$ cat src/rtl/vcsr_elem_seq_pkg.sv
// Shared constants and types for the vector CSR file and element sequencer.
// vtype layout: [6] valid, [5:3] SEW encoding, [2:0] LMUL encoding.
package vcsr_elem_seq_pkg;

  localparam int VLEN_DEF    = 64;
  localparam int VL_W_DEF    = 7;
  localparam int VTYPE_W_DEF = 7;

  localparam int VTYPE_VALID_BIT = 6;
  localparam int SEW_MSB         = 5;
  localparam int SEW_LSB         = 3;

  typedef enum logic [1:0] {
    ST_IDLE = 2'd0,
    ST_RUN  = 2'd1,
    ST_DONE = 2'd2
  } seq_state_e;

endpackage

$ cat src/rtl/vcsr_elem_seq_vcsr_file.sv
// Architectural vector CSRs (vl, vtype, remaining AVL) loaded on a gated vsetvl commit.
module vcsr_elem_seq_vcsr_file
  import vcsr_elem_seq_pkg::*;
#(
  parameter int VLEN    = VLEN_DEF,
  parameter int VL_W    = VL_W_DEF,
  parameter int VTYPE_W = VTYPE_W_DEF
) (
  input  logic               clock,
  input  logic               reset,
  input  logic               wr_en_i,
  input  logic [VL_W-1:0]    new_vl_i,
  input  logic [VL_W-1:0]    new_avl_i,
  input  logic [VTYPE_W-1:0] new_vtype_i,
  output logic [VL_W-1:0]    vl_o,
  output logic [VTYPE_W-1:0] vtype_o,
  output logic [VL_W-1:0]    avl_rem_o,
  output logic               vill_o
);

  logic [VL_W-1:0]    vl_q, vl_d;
  logic [VL_W-1:0]    avl_q, avl_d;
  logic [VTYPE_W-1:0] vtype_q, vtype_d;

  always_comb begin
    // NOTE: every variable gets a hold value first so no path leaves it unassigned (no latch).
    vl_d    = vl_q;
    avl_d   = avl_q;
    vtype_d = vtype_q;
    if (wr_en_i) begin
      // vl can never exceed VLEN, even if the upstream stage hands over a larger value.
      vl_d    = (new_vl_i > VL_W'(VLEN)) ? VL_W'(VLEN) : new_vl_i;
      avl_d   = new_avl_i;
      vtype_d = new_vtype_i;
    end
  end

  always_ff @(posedge clock or posedge reset) begin
    if (reset) begin
      vl_q    <= '0;
      avl_q   <= '0;
      vtype_q <= '0;
    end else begin
      // NOTE: non-blocking assignments so all registers update together from pre-edge values.
      vl_q    <= vl_d;
      avl_q   <= avl_d;
      vtype_q <= vtype_d;
    end
  end

  assign vl_o      = vl_q;
  assign vtype_o   = vtype_q;
  assign avl_rem_o = avl_q;
  assign vill_o    = ~vtype_q[VTYPE_VALID_BIT];

endmodule

$ cat src/rtl/vcsr_elem_seq.sv
// Vector CSR holder plus element sequencer: streams indices 0..vl-1 per issued instruction.
module vcsr_elem_seq
  import vcsr_elem_seq_pkg::*;
#(
  parameter int VLEN    = VLEN_DEF,
  parameter int VL_W    = VL_W_DEF,
  parameter int VTYPE_W = VTYPE_W_DEF
) (
  input  logic               clock,
  input  logic               reset,
  input  logic               vcsr_wen,
  input  logic [VL_W-1:0]    new_vl,
  input  logic [VL_W-1:0]    new_AVL,
  input  logic [VTYPE_W-1:0] new_vtype,
  output logic               csr_stall,
  output logic [VL_W-1:0]    vl,
  output logic [VTYPE_W-1:0] vtype,
  output logic [VL_W-1:0]    avl_rem,
  output logic               vill,
  input  logic               issue_valid,
  output logic               issue_ready,
  output logic               elem_valid,
  input  logic               elem_ready,
  output logic [VL_W-1:0]    elem_idx,
  output logic               elem_last,
  output logic [2:0]         elem_sew,
  output logic               done
);

  seq_state_e      state_q, state_d;
  logic [VL_W-1:0] idx_q, idx_d;
  logic            in_idle, csr_wr, issue_fire, elem_fire;

  // CSRs only change while idle, which keeps vl and SEW fixed for a whole instruction.
  assign in_idle   = (state_q == ST_IDLE);
  assign csr_wr    = vcsr_wen & in_idle;
  assign csr_stall = vcsr_wen & ~in_idle;

  vcsr_elem_seq_vcsr_file #(
    .VLEN   (VLEN),
    .VL_W   (VL_W),
    .VTYPE_W(VTYPE_W)
  ) u_vcsr_file (
    .clock      (clock),
    .reset      (reset),
    .wr_en_i    (csr_wr),
    .new_vl_i   (new_vl),
    .new_avl_i  (new_AVL),
    .new_vtype_i(new_vtype),
    .vl_o       (vl),
    .vtype_o    (vtype),
    .avl_rem_o  (avl_rem),
    .vill_o     (vill)
  );

  // A same-cycle commit takes priority; the issue retries and sees the new vl.
  assign issue_ready = in_idle & ~vcsr_wen;
  assign issue_fire  = issue_valid & issue_ready;
  assign elem_valid  = (state_q == ST_RUN);
  assign elem_fire   = elem_valid & elem_ready;
  assign elem_last   = (vl != '0) && (idx_q == vl - VL_W'(1));
  assign elem_idx    = idx_q;
  assign elem_sew    = vtype[SEW_MSB:SEW_LSB];
  assign done        = (state_q == ST_DONE);

  always_comb begin
    state_d = state_q;
    idx_d   = idx_q;
    unique case (state_q)
      ST_IDLE: begin
        if (issue_fire) begin
          idx_d   = '0;
          state_d = (vill || vl == '0) ? ST_DONE : ST_RUN;
        end
      end
      ST_RUN: begin
        if (elem_fire) begin
          if (elem_last) state_d = ST_DONE;
          else           idx_d   = idx_q + VL_W'(1);
        end
      end
      ST_DONE: state_d = ST_IDLE;
      default: state_d = ST_IDLE;
    endcase
  end

  always_ff @(posedge clock or posedge reset) begin
    if (reset) begin
      state_q <= ST_IDLE;
      idx_q   <= '0;
    end else begin
      state_q <= state_d;
      idx_q   <= idx_d;
    end
  end

endmodule

$ cat config.mk
export PLATFORM = sky130hd
export DESIGN_NAME = vcsr_elem_seq
export DESIGN_NICKNAME = d
export VERILOG_FILES = /design/src/rtl/vcsr_elem_seq_pkg.sv /design/src/rtl/vcsr_elem_seq_vcsr_file.sv /design/src/rtl/vcsr_elem_seq.sv
export SDC_FILE = /design/constraint.sdc
export NUM_CORES = 1
export LEC_CHECK = 0
export BUFFER_PORTS_ARGS = -buffer_cell sky130_fd_sc_hd__buf_2
export CORE_MARGIN = 1
export CORE_UTILIZATION = 44
export DETAILED_ROUTE_END_ITERATION = 16
export GPL_TIMING_DRIVEN = 0
export PLACE_DENSITY = 0.76
export SLEW_MARGIN = 20
export SYNTH_ARGS = -nofsm -noshare
export SYNTH_HDL_FRONTEND = slang
export SYNTH_SLANG_ARGS = --single-unit
$ cat constraint.sdc
create_clock -name clock -period 1.9 [get_ports clock]
set_input_delay 0.285 -clock clock [delete_from_list [all_inputs] [get_ports clock]]
set_output_delay 0.285 -clock clock [all_outputs]
set_load 0.05 [all_outputs]
# Yosys cells after proc, flatten, opt, wreduce, memory -nomap -nowiden
# Cells that the tools add are included.
# word_totals
ram_bits,0
mem_count,0
ff_bits,30
latch_bits,0
output_inout_bits,37
mem_bits_ro,0
# op_classes
n_bitwise,8
magnitude_cmp,1
add_sub_neg,2
n_shift,0
n_mul,0
n_eq_ne,7
n_reduce_logical,8
div,0
muxes,10
# ops
cell,count
7-bit two-way mux,4
7-bit one-hot mux with 2 select lines,1
2-bit two-way mux,4
"7-bit by 1-bit adder with 7-bit output, second input constant",1
7-bit == test,1
"7-bit > comparator, second input constant",1
7-bit logical NOT,1
7-bit nonzero test,1
"7-bit by 1-bit subtractor with 7-bit output, second input constant",1
"2-bit by 1-bit inequality test with 1-bit output, second input constant",3
1-bit AND,5
2-bit one-hot mux with 2 select lines,1
4-bit AND reduction,1
1-bit inverter,3
3-bit AND reduction,1
"2-bit by 1-bit == test with 1-bit output, second input constant",1
"2-bit == test, second input constant",1
2-bit logical NOT,1
"2-bit inequality test, second input constant",1
2-bit nonzero test,1
1-bit logical AND,1
1-bit logical OR,1

# Depth between registers and ports, before layout
# Gate-level depths: netlist of run 1.
# depth
word_depth,6
mapped_depth,9
ltp_nobuf,9

# Modules after synthesis
# Synthesis of run 1 repeated with hierarchy kept, for this count alone.
# hier_totals
hier_cells,150
area_unflattened_um2,1636.6
# modules_own_cells
module,area_per_inst_um2,cells_per_inst,instances,seq_area_each_um2
vcsr_elem_seq,834.6,98,1,225.2
vcsr_elem_seq_vcsr_file,802.0,52,1,525.5

# Least setup slack after synthesis of run 1
# No wires, ideal clock.
# synth_path
path_kind,reg2reg
start,"register u_vcsr_file.vl_q[0], in the netlist u_vcsr_file.vl_o[0]"
end,"register idx_q[6], in the netlist elem_idx[6]"
arrival_ns,2.410
setup_ns,0.087
n_path_buf,0
required_time_ns,1.813
setup_slack_ns,-0.597
path_stages_with_launch,10
synth_period_minus_slack_ns,2.497
path_cell_list,dfrtp_1 -> inv_1 -> ha_1 -> xnor2_1 -> o2bb2ai_1 -> a211oi_2 -> nand4_2 -> inv_1 -> nor3_1 -> o211ai_1
# synth_via
elab_chain_len,5
word_cells_on_any_way,6
# synth_lines
element,line,rtl
start: declaration,vcsr_elem_seq_vcsr_file.sv:21,"logic [VL_W-1:0] vl_q, vl_d;"
start signal: assignment,vcsr_elem_seq_vcsr_file.sv:45,vl_q <= vl_d;
7-bit by 1-bit subtractor with 7-bit output,vcsr_elem_seq.sv:61,assign elem_last = (vl != '0) && (idx_q == vl - VL_W'(1));
7-bit == test,vcsr_elem_seq.sv:61,
1-bit logical AND (*),vcsr_elem_seq.sv:61,
via elem_last,vcsr_elem_seq.sv:25,"output logic elem_last,"
2-bit inequality test (no source line) (*),--,
4-bit AND reduction (no source line) (*),--,
end signal: assignment,vcsr_elem_seq.sv:93,idx_q <= idx_d;
end: declaration,vcsr_elem_seq.sv:31,"logic [VL_W-1:0] idx_q, idx_d;"
# Mark *: on every way through the listed nets, which the timed path passes. The rest lies on a longest branch.
# A chain may end at the register's enable or synchronous reset.

# Final worst setup path of run 1
# layout_path
start,"register u_vcsr_file.vl_q[0], in the netlist u_vcsr_file.vl_o[0]"
end,output elem_last
# layout_via
elab_chain_len,3
word_cells_on_any_way,4
# layout_lines
element,line
7-bit by 1-bit subtractor with 7-bit output,vcsr_elem_seq.sv:61
7-bit == test,vcsr_elem_seq.sv:61
1-bit logical AND (*),vcsr_elem_seq.sv:61
end: declaration,vcsr_elem_seq.sv:25
# Every way passes the cells marked *; elsewhere a longest branch is shown, timed or not.

==> results of run 1 <==
## layout make-up
| cell class | count | area (um^2) |
|---|---|---|
| sequential | 30 | 759.5 |
| buffer | 9 | 55.05 |
| inverter | 8 | 33.78 |
| fill | 306 | 1210 |
| clock buffer | 7 | 86.33 |
| clock inverter | 1 | 30.03 |
| multi-input combinational | 112 | 859.6 |
| timing repair buffer | 69 | 376.6 |
| tap | 46 | 57.56 |
## placed cells by master, fill, tap and decap left out, types with 2 or more instances in the layout
| master | instances |
|---|---|
| sky130_fd_sc_hd__a211oi_2 | 3 |
| sky130_fd_sc_hd__a21oi_1 | 7 |
| sky130_fd_sc_hd__a21oi_2 | 2 |
| sky130_fd_sc_hd__a22o_1 | 2 |
| sky130_fd_sc_hd__a31oi_1 | 3 |
| sky130_fd_sc_hd__a41o_1 | 2 |
| sky130_fd_sc_hd__buf_2 | 63 |
| sky130_fd_sc_hd__buf_4 | 9 |
| sky130_fd_sc_hd__buf_6 | 2 |
| sky130_fd_sc_hd__clkbuf_1 | 4 |
| sky130_fd_sc_hd__clkbuf_8 | 6 |
| sky130_fd_sc_hd__dfrtp_1 | 23 |
| sky130_fd_sc_hd__dfrtp_2 | 7 |
| sky130_fd_sc_hd__ha_1 | 2 |
| sky130_fd_sc_hd__inv_1 | 4 |
| sky130_fd_sc_hd__inv_2 | 3 |
| sky130_fd_sc_hd__mux2_2 | 15 |
| sky130_fd_sc_hd__nand2_1 | 15 |
| sky130_fd_sc_hd__nand2b_1 | 6 |
| sky130_fd_sc_hd__nand3_1 | 3 |
| sky130_fd_sc_hd__nor2_1 | 8 |
| sky130_fd_sc_hd__nor2b_1 | 2 |
| sky130_fd_sc_hd__nor3_1 | 2 |
| sky130_fd_sc_hd__nor3_2 | 3 |
| sky130_fd_sc_hd__nor4_4 | 2 |
| sky130_fd_sc_hd__o211ai_1 | 2 |
| sky130_fd_sc_hd__o21ai_0 | 8 |
| sky130_fd_sc_hd__xnor2_1 | 8 |
## metal layers
metal | track usage (%) | vias to the layer above
li1 | - | 708
met4 | 6.818 | 0
met2 | 34.14 | 53
met3 | 6.522 | 6
met5 | 0 | -
met1 | 25.78 | 704
## per-stage QoR
| step | hold WS, ns | worst slack (ns) | cell area, um^2 |
|---|---|---|---|
| 6_report | 0.07584 | -0.2461 | 2258 |
| 4_1_cts | 0.09677 | -0.2806 | 2221 |
| 2_1_floorplan | 0.3753 | -0.1307 | 1697 |
| 3_3_place_gp | 0.4852 | -0.1501 | 2064 |
| 5_1_grt | 0.1338 | -0.3693 | 2258 |
| 3_5_place_dp | 0.4004 | -0.1603 | 2064 |
## worst register-to-register path, stage by stage, from the launching register on
cell and delay, ns:
sky130_fd_sc_hd__dfrtp_2 0.44, sky130_fd_sc_hd__inv_2 0.08, sky130_fd_sc_hd__ha_4 0.16, sky130_fd_sc_hd__and3_4 0.19, sky130_fd_sc_hd__o2bb2ai_2 0.06, sky130_fd_sc_hd__a211oi_2 0.20
sky130_fd_sc_hd__nand4_2 0.18, sky130_fd_sc_hd__buf_4 0.18, sky130_fd_sc_hd__buf_6 0.12, sky130_fd_sc_hd__buf_6 0.14, sky130_fd_sc_hd__mux2i_1 0.15, sky130_fd_sc_hd__o21ai_1 0.07
## cell families (layout without fill, tap and decap cells)
| group | count (synthesis) | in the layout |
|---|---|---|
| buf+inv | 17 | 94 |
| simple gates | 51 | 51 |
| mux | 16 | 16 |
| xor+xnor | 9 | 9 |
| flops | 30 | 30 |
| fa+ha+maj | 3 | 3 |
| compound gates | 33 | 33 |
## repair_timing
action | in CTS | in global routing
resized for setup | 3 | 4
endpoints found under the setup margin | 10 | 22
buffers inserted | 4 | 3
pin swaps | 1 | 0
endpoints found under the hold margin | 0 | 0
## worst max path at each step
stage,start,to,cells past startpoint
after floorplan,u_vcsr_file.vl_o[0],elem_idx[6],9
after global placement,u_vcsr_file.vl_o[2],elem_last,6
after detailed placement,u_vcsr_file.vl_o[0],elem_last,8
after CTS,u_vcsr_file.vl_o[0],elem_last,8
after global routing,u_vcsr_file.vl_o[0],elem_last,8
final,u_vcsr_file.vl_o[0],elem_last,8
## sequential cells by signal, indices dropped and copies added (netlist names)
name / count
state_q: 2
u_vcsr_file.avl_rem_o: 7
u_vcsr_file.vl_o: 7
u_vcsr_file.vtype_o: 7
elem_idx: 7
==> reports/metrics.cfg, run 1 <==
[routing]
met3WireLength_um = 223
maxUsedRoutingLayer = met4
drtIter0Drc = 85
detailroute.via_count = 1471
postRouteAntennaNets = 0
detailedRoute.firstPassIterationCount = 4
met2RoutedLength_um = 1754
drc_errors = 0
routed_wire_length_per_instance_um = 13.39
post_drt_via_cell_ratio = 5.216
finalWirelength_um = 3775
m1WireLength_um = 1745

[cells_and_area]
layout.core_utilization_pct = 65.12
syn2layout_area_growth_pct = 36.74
fin_cells = 282
num-nets-final = 264
insertedDiodeCount = 0
post_route_cells_drive_above_1_share_pct = 52.97

[logic_synthesis]
post_synthesis_share_of_cell_area_spent_on_full_adders_half_adders_and_majority_gates_pct = 2.273
synth_xor_area_share_pct = 4.773
synth_top_family_by_area = simple AND/OR/NAND/NOR gates
synth.cells.most_frequent = sky130_fd_sc_hd__dfrtp_1 (30), sky130_fd_sc_hd__nand2_1 (16), sky130_fd_sc_hd__mux2_2 (15), sky130_fd_sc_hd__a21oi_1 (9)
synthesized_area_fraction_occupied_by_and_or_nand_nor_cells_pct = 18.03
syn_inst = 159
yosys_warnings = 0
synthesis.area_per_instance_um2 = 10.39
synth_top_flop_cell = sky130_fd_sc_hd__dfrtp_1
netlist-cell-type-count = 38
count_of_flip_flops_with_a_built_in_enable_after_synthesis = 0
synth.largest_area_cell = sky130_fd_sc_hd__dfrtp_1
synthArstFlopShare_pct = 100.0
synth_top_area_share_pct = 45.45
syn_nets = 188
syn_area_um2 = 1652
seq_area_frac_synth_pct = 45.45
post_synth_mux_area_share_pct = 10.83
post-synth-top-count-cell = sky130_fd_sc_hd__dfrtp_1
synth-compound-area-share_pct = 13.48
number_of_storage_elements_in_the_synthesis_netlist = 30
ys_top_cells_by_area = sky130_fd_sc_hd__dfrtp_1 (45%), sky130_fd_sc_hd__mux2_2 (10%), sky130_fd_sc_hd__xnor2_1 (4.2%)

[setup_path]
path_class = register to primary output
timing.critical_path.max_delay_family = flip-flops
cp_data_required_time_ns = 1.62
timing.critical_path.slowest_stage_cell = sky130_fd_sc_hd__dfrtp_2
rr_worst_depth = 11
crit_path_max_incr_delay_ns = 0.44
timing.rr.end = elem_idx[0]
path_max_fanout = 6
rrSetupSlack_ns = -0.18
critical_path.cell_chain = inv_2 -> ha_4 -> and3_4 -> o2bb2ai_2 -> a211oi_2 -> nand4_2 -> clkinvlp_4 -> buf_8
cp.arrival_ns = 1.86
critPathBufInv = 3
crit_path_end_kind = primary output
worstSetupStartpointType = register
r2r-start = u_vcsr_file.vl_o[0]

[outcome]
violations = setup timing
outcome = finished, violations left

[clocking]
cts_buffers = 5
holdBufCountCts = 0
tritoncts_clock_tree = yes
clk-insertion-delay-late_ns = 0.29
cts_htree_levels = 2
clock_sinks = 30
clock_root_buffer = sky130_fd_sc_hd__clkbuf_8
clk_pin_slew_worst_paths_ns = 0.07
clk_path_buf_depth = 2

[placement]
routabilityCongestion = 0.8184
dpl.cell_count = 267
dp_wirelength_um = 2632
io_buffers = 62

[floorplanning]
boundaryPins = 63
die-area_um2 = 4002
fp.coreArea_um2 = 3468
die_height_um = 63.27
floorplan.die.width_um = 63.27
rows = 21
start_util_pct = 47.62

[sta]
max-slew-margin-rel_pct = 57.83
final_max_slew_viol_count = 0
period_share_pct = 113.0
grt_setup_unrepaired = true
finalSetupViolations = 10
final_critical_path_setup_slack_ns = -0.2461
skew_ns = 0.01016
achievable-frequency_mhz = 466.0
fin_setup_tns_ns = -1.587
final_period_minus_worst_setup_slack_ns = 2.146
finalHoldViolations = 0
worst_pin_slew_ns = 0.6317

[global_route]
grt_overflow_total = 0
grt_pass1_wl_um = 6458
grt_start_max_net_pins = 31
antenna_found_initial = 0
number_of_global_route_vias_before_repair = 1440
track_usage_pct = 20.77

[run]
cap_viol_max_count = 0

[min_path]
holdCritPathClass = primary input to async pin

Power of run 1 is not shown: default switching activity piles up to over one toggle a cycle in this logic, so the estimate is an artifact.
==> inputs of run 2 (changes only) <==
--- a/config.mk
+++ b/config.mk
@@ -6,11 +6,13 @@
 export NUM_CORES = 1
 export LEC_CHECK = 0
 export BUFFER_PORTS_ARGS = -buffer_cell sky130_fd_sc_hd__buf_2
+export CELL_PAD_IN_SITES_DETAIL_PLACEMENT = 0
+export CELL_PAD_IN_SITES_GLOBAL_PLACEMENT = 2
 export CORE_MARGIN = 1
-export CORE_UTILIZATION = 44
+export CORE_UTILIZATION = 26
 export DETAILED_ROUTE_END_ITERATION = 16
 export GPL_TIMING_DRIVEN = 0
-export PLACE_DENSITY = 0.76
+export PLACE_DENSITY_LB_ADDON = 0.1
 export SLEW_MARGIN = 20
 export SYNTH_ARGS = -nofsm -noshare
 export SYNTH_HDL_FRONTEND = slang
==> constraint.sdc (replaced) <==
create_clock -name clock -period 1.9 [get_ports clock]
set_input_delay 0.285 -clock clock [delete_from_list [all_inputs] [get_ports clock]]
set_output_delay 0.285 -clock clock [all_outputs]
set_load 0.1 [all_outputs]
==> run 2 against run 1 <==
The run still ends with setup timing left. Critical endpoint unchanged. Core utilization fell by 25 points. Critical path type unchanged. Register-to-register slack got worse by 0.06 ns. First-iteration DRC count fell by 54%. Global-route usage fell by 6.9 points. Via count fell by 1.4%. Setup slack got worse by 0.099 ns. Design area rose by 8.0%.
==> reports/metrics.cfg, run 2 (same netlist as run 1, synthesis figures left out) <==
[outcome]
outcome = finished, violations left  ; unchanged
violations = setup timing  ; unchanged

[cells_and_area]
final_common_cell = sky130_fd_sc_hd__buf_2  ; unchanged
syn2layout_area_growth_pct = 47.65  ; was 36.74%
fin_cells = 313  ; was 282
fillers = 605  ; was 306
num-nets-final = 266  ; was 264
commonest_non_fill_non_tap_cells_in_the_layout = sky130_fd_sc_hd__buf_2 (60), sky130_fd_sc_hd__dfrtp_1 (16), sky130_fd_sc_hd__nand2_1 (15), sky130_fd_sc_hd__mux2_2 (15), sky130_fd_sc_hd__dfrtp_2 (11)  ; was sky130_fd_sc_hd__buf_2 (63), sky130_fd_sc_hd__dfrtp_1 (23), sky130_fd_sc_hd__nand2_1 (15), sky130_fd_sc_hd__mux2_2 (15), sky130_fd_sc_hd__buf_4 (9)
insertedDiodeCount = 0  ; unchanged
layout.core_utilization_pct = 40.47  ; was 65.12%
post_route_cells_drive_above_1_share_pct = 58.40  ; was 52.97%

[sta]
grt_setup_unrepaired = true  ; unchanged
final_critical_path_setup_slack_ns = -0.3448  ; was -0.2461 ns
max-slew-margin-rel_pct = 56.50  ; was 57.83%
achievable-frequency_mhz = 445.5  ; was 466.0 MHz
period_share_pct = 118.1  ; was 113.0%
final_max_slew_viol_count = 0  ; unchanged
worst_pin_slew_ns = 0.6516  ; was 0.6317 ns
finalHoldViolations = 0  ; unchanged
skew_ns = 0.01011  ; was 0.01016 ns
fin_setup_tns_ns = -2.184  ; was -1.587 ns
final_period_minus_worst_setup_slack_ns = 2.245  ; was 2.146 ns
finalSetupViolations = 10  ; unchanged

[placement]
io_buffers = 62  ; unchanged
routabilityCongestion = 0.7813  ; was 0.8184
pre_cts_ws_ns = -0.4298  ; was -0.1603 ns
dpl.cell_count = 296  ; was 267
dp_wirelength_um = 3047  ; was 2632 um

[setup_path]
r2r-start = u_vcsr_file.vl_o[0]  ; unchanged
timing.critical_path.max_delay_family = flip-flops  ; unchanged
crit_path_end_kind = primary output  ; unchanged
timing.critical_path.slowest_stage_cell = sky130_fd_sc_hd__dfrtp_4  ; was sky130_fd_sc_hd__dfrtp_2
crit_path_max_incr_delay_ns = 0.51  ; was 0.44 ns
worstSetupStartpointType = register  ; unchanged
cp_data_required_time_ns = 1.62  ; about the same
cp.arrival_ns = 1.96  ; was 1.86 ns
critical_path.cell_chain = inv_4 -> ha_4 -> and3_1 -> o2bb2ai_2 -> a211oi_2 -> nand4_4 -> clkinvlp_4 -> buf_12  ; was inv_2 -> ha_4 -> and3_4 -> o2bb2ai_2 -> a211oi_2 -> nand4_2 -> clkinvlp_4 -> buf_8
path_class = register to primary output  ; unchanged
timing.rr.end = elem_idx[5]  ; was elem_idx[0]
critPathBufInv = 3  ; unchanged
rrSetupSlack_ns = -0.24  ; was -0.18 ns
rr_worst_depth = 10  ; was 11
path_max_fanout = 5  ; was 6

[global_route]
grt_overflow_total = 0  ; unchanged
number_of_global_route_vias_before_repair = 1436  ; was 1440
track_usage_pct = 13.91  ; was 20.77%
antenna_found_initial = 0  ; unchanged
grt_start_max_net_pins = 31  ; unchanged
grt_pass1_wl_um = 6851  ; was 6458 um

[floorplanning]
die_height_um = 81.70  ; was 63.27 um
boundaryPins = 63  ; unchanged
floorplan.die.width_um = 81.70  ; was 63.27 um
fp.coreArea_um2 = 6026  ; was 3468 um^2
start_util_pct = 27.41  ; was 47.62%
rows = 28  ; was 21
die-area_um2 = 6675  ; was 4002 um^2

[routing]
detailroute.via_count = 1451  ; was 1471
post_drt_via_cell_ratio = 4.636  ; was 5.216
finalWirelength_um = 4283  ; was 3775 um
postRouteAntennaNets = 0  ; unchanged
detailedRoute.firstPassIterationCount = 4  ; unchanged
routed_wire_length_per_instance_um = 13.68  ; was 13.39 um
drtIter0Drc = 39  ; was 85
drc_errors = 0  ; unchanged

[clocking]
clk-insertion-delay-late_ns = 0.28  ; was 0.29 ns
clk_pin_slew_worst_paths_ns = 0.07  ; about the same
cts_htree_levels = 2  ; unchanged
clock_sinks = 30  ; unchanged
holdBufCountCts = 0  ; unchanged
clk_path_buf_depth = 2  ; unchanged
clock_root_buffer = sky130_fd_sc_hd__clkbuf_8  ; unchanged
cts_buffers = 5  ; unchanged
tritoncts_clock_tree = yes  ; unchanged

[min_path]
holdCritPathClass = primary input to async pin  ; unchanged

[run]
cap_viol_max_count = 0  ; unchanged

[run 2: cell count changes in the layout (fill, tap and decap cells not counted), sizes merged]
cell,delta
clkbuf,+1
bufinv,+1
[run 2: metrics by stage]
step / cell area [um^2] / hold slack, ns
floorplan: 1725 / 0.3751
global placement: 2130 / 0.4811
detailed placement: 2130 / 0.4343
CTS: 2360 / 0.1169
global route: 2439 / 0.1355
finish: 2439 / 0.08577
[run 2: area by class of cell]
cell class | count | area (um^2) | area share (%)
inverters | 8 | 38.79 | 1.591
plain buffers | 9 | 58.81 | 2.411
repair buffers | 71 | 429.2 | 17.60
flip-flops and latches | 30 | 775.7 | 31.81
multi-input cells | 112 | 899.6 | 36.89
well taps | 75 | 93.84 | 3.848
clock inverters | 2 | 60.06 | 2.463
clock buffers | 6 | 82.58 | 3.386
[run 2: layer usage]
layer  vias to the layer above  GRT usage (%)  part of all wire (%)
li1                        712              -                     -
met1                       690          17.27                    45
met2                        43          22.50                    48
met3                         6          4.111                   5.6
met4                         0          5.614                   1.6
met5                         -              0                     0
[run 2: how the worst max path moves through the flow]
stage	end	cells past startpoint	slack (ns)	from
3_3_place_gp	elem_last	8	-0.42	u_vcsr_file.vl_o[0]
5_1_grt	elem_last	8	-0.46	u_vcsr_file.vl_o[0]
2_1_floorplan	elem_idx[6]	9	-0.42	u_vcsr_file.vl_o[0]
6_report	elem_last	8	-0.34	u_vcsr_file.vl_o[0]
3_5_place_dp	elem_last	8	-0.43	u_vcsr_file.vl_o[0]
4_1_cts	elem_last	8	-0.37	u_vcsr_file.vl_o[0]
[run 2: what timing repair did]
item | 4_1_cts | 5_1_grt
gates cloned | 0 | 1
buffers inserted | 7 | 2
resized for setup | 9 | 9
pin swaps | 3 | 5
endpoints found under the setup margin | 20 | 12
Power of run 2 is left out for the same reason.
==> inputs of run 3 (changes only) <==
--- a/config.mk
+++ b/config.mk
@@ -9,9 +9,11 @@
 export CELL_PAD_IN_SITES_DETAIL_PLACEMENT = 0
 export CELL_PAD_IN_SITES_GLOBAL_PLACEMENT = 2
 export CORE_MARGIN = 1
-export CORE_UTILIZATION = 26
+export CORE_UTILIZATION = 27
+export CTS_BUF_LIST = sky130_fd_sc_hd__clkbuf_8
 export DETAILED_ROUTE_END_ITERATION = 16
 export GPL_TIMING_DRIVEN = 0
+export MAX_ROUTING_LAYER = met4
 export PLACE_DENSITY_LB_ADDON = 0.1
 export SLEW_MARGIN = 20
 export SYNTH_ARGS = -nofsm -noshare
==> run 3 against run 2 <==
The flow still finishes with violations (setup timing). Setup slack worse by 0.014 ns. Critical path depth unchanged. Design area decreased by 1.6%. Core utilization is 0.063 points higher. Register-to-register slack got worse by 0.03 ns. First-iteration DRC count rose by 18%. Highest routed layer unchanged.
==> reports/metrics.cfg, run 3 (same netlist as run 1, synthesis figures left out) <==
[outcome]
outcome = finished, violations left  ; unchanged
violations = setup timing  ; unchanged

[clocking]
clk_path_buf_depth = 2  ; unchanged
clock_sinks = 30  ; unchanged
clk_pin_slew_worst_paths_ns = 0.07  ; about the same
cts_htree_levels = 2  ; unchanged
cts_buffers = 5  ; unchanged
tritoncts_clock_tree = yes  ; unchanged
clk-insertion-delay-late_ns = 0.28  ; about the same
holdBufCountCts = 0  ; unchanged
clock_root_buffer = sky130_fd_sc_hd__clkbuf_8  ; unchanged

[global_route]
track_usage_pct = 14.87  ; was 13.91%
number_of_global_route_vias_before_repair = 1564  ; was 1436
antenna_found_initial = 0  ; unchanged
grt_start_max_net_pins = 31  ; unchanged
grt_pass1_wl_um = 7120  ; was 6851 um
grt_overflow_total = 0  ; unchanged

[sta]
final_period_minus_worst_setup_slack_ns = 2.259  ; was 2.245 ns
grt_setup_unrepaired = true  ; unchanged
final_max_slew_viol_count = 0  ; unchanged
finalSetupViolations = 10  ; unchanged
worst_pin_slew_ns = 0.6621  ; was 0.6516 ns
achievable-frequency_mhz = 442.7  ; was 445.5 MHz
final_critical_path_setup_slack_ns = -0.3587  ; was -0.3448 ns
finalHoldViolations = 0  ; unchanged
skew_ns = 0.005274  ; was 0.01011 ns
period_share_pct = 118.9  ; was 118.1%
max-slew-margin-rel_pct = 55.80  ; was 56.50%

[setup_path]
crit_path_end_kind = primary output  ; unchanged
cp_data_required_time_ns = 1.62  ; about the same
rr_worst_depth = 10  ; unchanged
r2r-start = u_vcsr_file.vl_o[0]  ; unchanged
worstSetupStartpointType = register  ; unchanged
timing.rr.end = elem_idx[5]  ; unchanged
cp.arrival_ns = 1.97  ; was 1.96 ns
path_class = register to primary output  ; unchanged
worstSetupStartpoint = u_vcsr_file.vl_o[0]  ; unchanged
rrSetupSlack_ns = -0.27  ; was -0.24 ns
path_max_fanout = 5  ; unchanged

[placement]
dp_wirelength_um = 3100  ; was 3047 um
routabilityCongestion = 0.7950  ; was 0.7813
pre_cts_ws_ns = -0.4395  ; was -0.4298 ns
dpl.cell_count = 296  ; unchanged
io_buffers = 62  ; unchanged
postPlaceCellArea_um2 = 2130  ; unchanged

[cells_and_area]
fin_cells = 312  ; was 313
insertedDiodeCount = 0  ; unchanged
final_common_cell = sky130_fd_sc_hd__buf_2  ; unchanged
syn2layout_area_growth_pct = 45.30  ; was 47.65%
post_route_cells_drive_above_1_share_pct = 59.07  ; was 58.40%
num-nets-final = 265  ; was 266
layout.cell_area.non_filler_um2 = 2400  ; was 2439 um^2
commonest_non_fill_non_tap_cells_in_the_layout = sky130_fd_sc_hd__buf_2 (60), sky130_fd_sc_hd__dfrtp_1 (16), sky130_fd_sc_hd__nand2_1 (15), sky130_fd_sc_hd__mux2_2 (15), sky130_fd_sc_hd__buf_4 (12)  ; was sky130_fd_sc_hd__buf_2 (60), sky130_fd_sc_hd__dfrtp_1 (16), sky130_fd_sc_hd__nand2_1 (15), sky130_fd_sc_hd__mux2_2 (15), sky130_fd_sc_hd__dfrtp_2 (11)
layout.core_utilization_pct = 40.53  ; was 40.47%

[floorplanning]
rows = 28  ; unchanged
boundaryPins = 63  ; unchanged
die-area_um2 = 6434  ; was 6675 um^2
start_util_pct = 27.90  ; was 27.41%
fp.coreArea_um2 = 5921  ; was 6026 um^2
floorplan.die.width_um = 80.21  ; was 81.70 um
die_height_um = 80.21  ; was 81.70 um

[routing]
postRouteAntennaNets = 0  ; unchanged
detailroute.via_count = 1474  ; was 1451
drc_errors = 0  ; unchanged
post_drt_via_cell_ratio = 4.724  ; was 4.636
detailedRoute.firstPassIterationCount = 4  ; unchanged
finalWirelength_um = 4227  ; was 4283 um
routed_wire_length_per_instance_um = 13.55  ; was 13.68 um
drtIter0Drc = 46  ; was 39

[min_path]
holdCritPathClass = primary input to async pin  ; unchanged

[run]
cap_viol_max_count = 0  ; unchanged

run 3: how the worst max path moves through the flow:
stage / end / slack (ns) / cells after the start
global placement: elem_last / -0.41 / 8
CTS: elem_last / -0.37 / 8
finish: elem_last / -0.36 / 8
floorplan: elem_idx[6] / -0.42 / 9
global route: elem_last / -0.44 / 8
detailed placement: elem_last / -0.44 / 8
run 3: cell type report:
class,instances,area (um^2)
flip-flops and latches,30,775.7
plain buffers,8,55.05
fillers,596,3521
well taps,75,93.84
clock inverters,3,40.04
clock buffers,5,68.82
repair buffers,71,421.7
multi-input cells,112,905.9
inverters,8,38.79
run 3: per-layer routing:
layer / up-vias / GRT usage, % / wire length [um]
li1: 709 / - / -
met1: 713 / 17.68 / 1892
met2: 46 / 24.70 / 2090
met3: 6 / 3.068 / 191
met4: 0 / 5.714 / 53
met5: - / - / 0
run 3: timing repair:
action | 4_1_cts | 5_1_grt
pin swaps | 3 | 2
setup buffers | 8 | 1
cloned | 0 | 1
resized for setup | 11 | 7
endpoints found under the setup margin | 20 | 20
run 3: per-stage QoR:
step	hold slack (ns)	setup TNS, ns
floorplan	0.3751	-2.115
global placement	0.4813	-1.239
detailed placement	0.4292	-1.584
CTS	0.1168	-2.398
global route	0.1618	-3.401
finish	0.09292	-2.480
run 3: worst max-delay path: stages, from the launching register on:
cell and delay (ns):
sky130_fd_sc_hd__dfrtp_4 0.50, sky130_fd_sc_hd__inv_4 0.07, sky130_fd_sc_hd__ha_4 0.16, sky130_fd_sc_hd__and3_4 0.20, sky130_fd_sc_hd__o2bb2ai_4 0.07, sky130_fd_sc_hd__a211oi_4 0.24, sky130_fd_sc_hd__nand4_4 0.14, sky130_fd_sc_hd__clkinvlp_4 0.13
sky130_fd_sc_hd__buf_12 0.17
Power of run 3 is left out for the same reason.
